$ cat config.mk
export PLATFORM = sky130hd
export DESIGN_NAME = mult_seq_flat
export DESIGN_NICKNAME = d
export VERILOG_FILES = /design/src/rtl/cpu_pkg.sv /design/src/rtl/mult_seq_if.sv /design/src/rtl/mult_step.sv /design/src/rtl/mult_seq.sv /design/src/flat_wrapper.sv
export SDC_FILE = /design/constraint.sdc
export NUM_CORES = 1
export LEC_CHECK = 0
export ABC_AREA = 1
export CAP_MARGIN = 20
export CORE_MARGIN = 2
export CORE_UTILIZATION = 54
export DETAILED_ROUTE_END_ITERATION = 12
export GPL_TIMING_DRIVEN = 0
export PLACE_DENSITY = 0.8
export SYNTH_ARGS = -nofsm -noshare
export SYNTH_HDL_FRONTEND = slang
export SYNTH_SLANG_ARGS = --single-unit
$ cat constraint.sdc
create_clock -name clk -period 4 [get_ports clk]
set_input_delay 0.8 -clock clk [delete_from_list [all_inputs] [get_ports clk]]
set_output_delay 0.8 -clock clk [all_outputs]
set_load 0.02 [all_outputs]
$ cat src/rtl/cpu_pkg.sv
// Shared CPU datapath definitions: operand/product widths and the multiplier FSM state encoding.
// Latency: n/a (types and constants only).
// Backpressure: n/a. Imported by the multiplier, its interface and regC.
package cpu_pkg;

  localparam int DATA_W = 16;
  localparam int PROD_W = 2 * DATA_W;

  typedef enum logic [1:0] {
    IDLE = 2'd0,
    RUN  = 2'd1,
    DONE = 2'd2
  } state_t;

endpackage

$ cat src/rtl/mult_seq_if.sv
// Control-unit <-> multiplier bundle: start/operands in, product/loadC/busy out.
// Latency: n/a (wires only).
// Backpressure: the control unit (master) must hold off start while busy is high; starts seen while busy are dropped.
// Ports: start, opA, opB (master -> slave); product, loadC, busy (slave -> master).
interface mult_seq_if
  import cpu_pkg::*;
#(
  parameter int WIDTH = DATA_W
);

  logic                 start;
  logic [WIDTH-1:0]     opA;
  logic [WIDTH-1:0]     opB;
  logic [2*WIDTH-1:0]   product;
  logic                 loadC;
  logic                 busy;

  modport master (
    output start, opA, opB,
    input  product, loadC, busy
  );

  modport slave (
    input  start, opA, opB,
    output product, loadC, busy
  );

endinterface

$ cat src/rtl/mult_step.sv
// One multiply iteration: conditional add (or Booth add/sub) of the multiplicand into the high half, then a 1-bit right shift.
// Latency: purely combinational, zero cycles.
// Backpressure: none; the caller decides when to register the result.
// Ports: i_acc/i_mcand in, o_acc out; with MULT_SIGNED_EN defined also i_q/o_q (Booth q-1 bit).
module mult_step
  import cpu_pkg::*;
#(
  parameter int WIDTH = DATA_W
) (
  input  logic [2*WIDTH-1:0] i_acc,
  input  logic [WIDTH-1:0]   i_mcand,
`ifdef MULT_SIGNED_EN
  input  logic               i_q,
  output logic               o_q,
`endif
  output logic [2*WIDTH-1:0] o_acc
);

  logic [WIDTH-1:0] w_hi;
  logic [WIDTH-1:0] w_lo;
  // One extra bit so the carry (unsigned) or the true sign (Booth) survives the add.
  logic [WIDTH:0]   w_sum;

  assign w_hi = i_acc[2*WIDTH-1:WIDTH];
  assign w_lo = i_acc[WIDTH-1:0];

`ifdef MULT_SIGNED_EN
  logic [WIDTH:0] w_hi_x;
  logic [WIDTH:0] w_mc_x;

  assign w_hi_x = {w_hi[WIDTH-1], w_hi};
  assign w_mc_x = {i_mcand[WIDTH-1], i_mcand};

  always_comb begin
    w_sum = w_hi_x;
    case ({w_lo[0], i_q})
      2'b01:   w_sum = w_hi_x + w_mc_x;
      2'b10:   w_sum = w_hi_x - w_mc_x;
      default: w_sum = w_hi_x;
    endcase
  end

  assign o_q = w_lo[0];
`else
  always_comb begin
    w_sum = {1'b0, w_hi};
    if (w_lo[0]) begin
      w_sum = {1'b0, w_hi} + {1'b0, i_mcand};
    end
  end
`endif

  // {sum, lo} >> 1 keeping 2*WIDTH bits. sum[WIDTH] becomes the new MSB:
  // the carry when unsigned, the sign bit (arithmetic shift) under Booth.
  assign o_acc = {w_sum, w_lo[WIDTH-1:1]};

endmodule

$ cat src/rtl/mult_seq.sv
// Sequential shift-add multiplier feeding regC (product -> dataCin, loadC -> loadC); radix-2 Booth signed when MULT_SIGNED_EN is defined.
// Latency: WIDTH+1 edges from the accepting edge to the edge that raises loadC; starts may be spaced WIDTH+2 cycles apart.
// Backpressure: busy is high from accept until the result edge; start while busy is ignored, not queued.
// Ports: clk, rst (async active-high); bus (mult_seq_if.slave): start, opA, opB in; product, loadC, busy out.
module mult_seq
  import cpu_pkg::*;
#(
  parameter int WIDTH = DATA_W
) (
  input logic           clk,
  input logic           rst,
  mult_seq_if.slave     bus
);

  localparam int CNT_W = (WIDTH > 1) ? $clog2(WIDTH) : 1;

  state_t               r_state;
  logic [WIDTH-1:0]     r_mcand;
  logic [2*WIDTH-1:0]   r_acc;
  logic [CNT_W-1:0]     r_count;
  logic [2*WIDTH-1:0]   r_product;
  logic                 r_loadC;
  logic                 r_busy;
  logic [2*WIDTH-1:0]   w_acc_next;

`ifdef MULT_SIGNED_EN
  logic                 r_q;
  logic                 w_q_next;
`endif

  mult_step #(
    .WIDTH   (WIDTH)
  ) u_step (
    .i_acc   (r_acc),
    .i_mcand (r_mcand),
`ifdef MULT_SIGNED_EN
    .i_q     (r_q),
    .o_q     (w_q_next),
`endif
    .o_acc   (w_acc_next)
  );

  always_ff @(posedge clk or posedge rst) begin
    if (rst) begin
      r_state   <= IDLE;
      r_mcand   <= '0;
      r_acc     <= '0;
      r_count   <= '0;
      r_product <= '0;
      r_loadC   <= 1'b0;
      r_busy    <= 1'b0;
`ifdef MULT_SIGNED_EN
      r_q       <= 1'b0;
`endif
    end else begin
      r_loadC <= 1'b0;
      case (r_state)
        IDLE: begin
          if (bus.start) begin
            r_mcand <= bus.opA;
            r_acc   <= {{WIDTH{1'b0}}, bus.opB};
            r_count <= '0;
            r_busy  <= 1'b1;
            r_state <= RUN;
`ifdef MULT_SIGNED_EN
            r_q     <= 1'b0;
`endif
          end
        end
        RUN: begin
          r_acc   <= w_acc_next;
          r_count <= r_count + CNT_W'(1);
`ifdef MULT_SIGNED_EN
          r_q     <= w_q_next;
`endif
          // This edge performs the last of the WIDTH iterations.
          if (r_count == CNT_W'(WIDTH - 1)) begin
            r_state <= DONE;
          end
        end
        DONE: begin
          // product only moves here, so regC always samples a stable value.
          r_product <= r_acc;
          r_loadC   <= 1'b1;
          r_busy    <= 1'b0;
          r_state   <= IDLE;
        end
        default: begin
          r_busy  <= 1'b0;
          r_state <= IDLE;
        end
      endcase
    end
  end

  assign bus.product = r_product;
  assign bus.loadC   = r_loadC;
  assign bus.busy    = r_busy;

endmodule

$ cat src/flat_wrapper.sv
// flat-port wrapper written by rule: the top's interface ports become plain ports
module mult_seq_flat import cpu_pkg::*;
#(
  parameter int WIDTH = DATA_W
)
  (clk, rst, bus_start, bus_opA, bus_opB, bus_product, bus_loadC, bus_busy);
  mult_seq_if #(.WIDTH(WIDTH)) bus_i ();
  input logic clk;
  input logic rst;
  input wire logic [$bits(bus_i.start)-1:0] bus_start;
  input wire logic [$bits(bus_i.opA)-1:0] bus_opA;
  input wire logic [$bits(bus_i.opB)-1:0] bus_opB;
  output wire logic [$bits(bus_i.product)-1:0] bus_product;
  output wire logic [$bits(bus_i.loadC)-1:0] bus_loadC;
  output wire logic [$bits(bus_i.busy)-1:0] bus_busy;
  assign bus_i.start = bus_start;
  assign bus_i.opA = bus_opA;
  assign bus_i.opB = bus_opB;
  assign bus_product = bus_i.product;
  assign bus_loadC = bus_i.loadC;
  assign bus_busy = bus_i.busy;
  mult_seq #(.WIDTH(WIDTH)) u_core (.clk(clk), .rst(rst), .bus(bus_i));
endmodule
==> metrics.txt <==
outcome complete, no violations; hold-fix buffers at CTS 0; Slew headroom 63.0%; die area just over 9000 sq um; io pins 69; setup violators final 0; clock latency on the worst-skew pair 0.37 ns; worst path required time 3.20 ns; Ys Warns 0; RSZ-0062 raised after global routing no; Final Critical Period 2.15 ns; Slew @ Worst Pin between 0.5 and 0.6 ns; clock skew between 0.01 and 0.015 ns; final RePlAce weighted congestion approximately 0.9; Die Span X between 90 and 100 um; Synth Instances 560; Slowest-stage cell, CP clkdlybuf4s50_1; Crit Path Category register to output pin; Peak VDD IR 0.383 mV; crit-path max FO 2; period utilisation layout 53.8%; Clk pin slew, worst setup/hold paths 0.10 ns; initial antenna violation count 0; commonest cells after routing, fill and taps aside 195 x nand2_1, 88 x dfrtp_1, 73 x inv_1; proportion of layout cells with a drive suffix above 1 6.82%; Vias per Instance 5.28; CTS tree yes; total clock buffers created by CTS 9; final instance area 5530 sq um; syn nets 613; most common cell after layout, fill and taps aside nand2_1; critical path endpoint category output pin; final core occ 68.0%; Worst setup SP type register; Avg Inst Size Synth 8.03 sq um; Clock Path Buffers 2; grt total ovfl 0; EDFF count, synth 0; Detailed Route WL 11000 um; final slew viol count 0; H-tree Lvls 3; Antenna diodes 0; vias in the first global route 3879; Critical R2R Launch u_core.r_acc[16]; Hold Fails Final Rpt 0; Yosys cell types 37; first-pass GRT wire length approximately 18000 um; Cell Pwr Density 895 nW/um^2; via count 3960; largest net degree at the start of global routing 56; Post-route DRC 0; synthesized area approximately 4500 sq um; Initial Utilization 55.3%; # Max-Cap Violations 0; all-layer global routing usage 26.3%; Area Overhead vs Synth 23.1%; worst setup path endpoint bus_busy; core area between 8000 and 9000 sq um; drt wl/cell 14.7 um; Levels on crit path 1; post_cts resized 0; FMAX 465 MHz; Crit. Startpoint u_core.bus.busy; Min-Delay Path Class register to register; WP buf/inv 1; Placed Area roughly 5300 sq um; register area share after synthesis 49.0%; Sinks on Clock Net 88; final antenna-violating net count 0; Synth Register Bits 88; Lkg Pwr 2.88 nW; # rows 33; worst r2r dst u_core.r_acc[27]; WP data arrival approximately 1.4 ns; drt pass-1 iters 5; CP delay by family, top buffers and inverters; HPWL Detailed 8140 um; Die Y around 95 um; crit path cell chain clkdlybuf4s50_1; Root Driver clkbuf_8; Post CTS Setup Buffer Count 0; ys flop type dfrtp_1; Worst R2R Path Depth 11; slowest stage delay, CP between 0.6 and 0.7 ns; nets 693; ys async rst share between 90% and 100%; FF-to-FF setup slack ~2.0 ns; DRT iter0 DRCs roughly 210; Port Buffers 68
## final cells by class
class	instances	area, sq um
Tap cell	105	131
Timing Repair Buffer	69	708
Buffer	18	110
Multi-Input combinational cell	374	1870
Clock inverter	6	56.3
Clock buffer	10	138
Fill cell	655	2600
Inverter	80	310
Sequential cell	88	2200
## worst min path at each step
stage,slack (ns),end,cells after the start,start
after floorplan,0.45,u_core.r_mcand[0],2,u_core.r_mcand[0]
after global placement,0.46,u_core.bus.product[12],2,u_core.bus.product[12]
after detailed placement,0.47,u_core.bus.product[7],2,u_core.bus.product[7]
after CTS,0.49,u_core.bus.product[7],2,u_core.bus.product[7]
after global routing,0.51,u_core.bus.product[7],2,u_core.bus.product[7]
final,0.49,u_core.bus.product[9],2,u_core.bus.product[9]
## cells by family (layout without fill, tap and decap cells)
kind of cell | after synthesis | after routing | synth area share (%)
flops | 88 | 88 | 49.0
simple gates | 255 | 255 | 23.7
compound gates | 98 | 98 | 12.3
xor+xnor | 3 | 3 | 0.585
buf+inv | 98 | 183 | 9.30
fa+ha+maj | 18 | 18 | 5.18
## flip-flops by register name (all words and copies together) (netlist names)
name                cells
u_core.r_count          4
u_core.r_state          2
u_core.bus.loadC        1
u_core.r_mcand         16
u_core.bus.product     32
u_core.r_acc           32
u_core.bus.busy         1
## report_power, final
part	leakage [nW]	total, mW	internal, mW	switching (mW)
Combinational	1.77	2.79	1.10	1.69
Sequential	1.01	1.54	1.30	0.244
Clock	0.0977	0.618	0.258	0.360
Total	2.88	4.95	2.66	2.29
## synth_stat cells, drive strengths merged, types with 4 or more instances
cell type | number | area [sq um]
nand2 | 196 | 752
inv | 79 | 304
buf | 15 | 98.8
ha | 17 | 213
nor2 | 25 | 118
dfrtp | 88 | 2200
o211ai | 4 | 30.0
o22ai | 10 | 62.6
o21ai | 44 | 220
a21oi | 28 | 140
nand3 | 24 | 133
a221oi | 7 | 61.3
## metrics by stage
step           power [mW]  TNS (ns)  cells  hold slack [ns]  setup WS [ns]
2_1_floorplan        3.47         0    560            0.453          0.921
4_1_cts              4.95         0    750            0.494           1.82
5_1_grt              5.42         0    750            0.512           1.79
3_3_place_gp         4.22    -29.01    733            0.464         -0.335
3_5_place_dp         4.32         0    734            0.471           1.79
6_report             4.95         0    750            0.485           1.85
## tightest hold or removal path: stages, from the launching register on
cell and delay, ns:
dfrtp_1 0.35, nand2_1 0.05, o21ai_0 0.06
## per-layer routing
metal  vias to the layer above  track usage (%)  part of all wire (%)
met2                       123             43.4                    49
met5                         -                0                     0
met4                         0             10.4                   1.8
met3                        18             3.72                   4.6
met1                      1868             35.0                    45
li1                       1951                -                     -
Note: power is estimated with default switching activity, not from simulation.
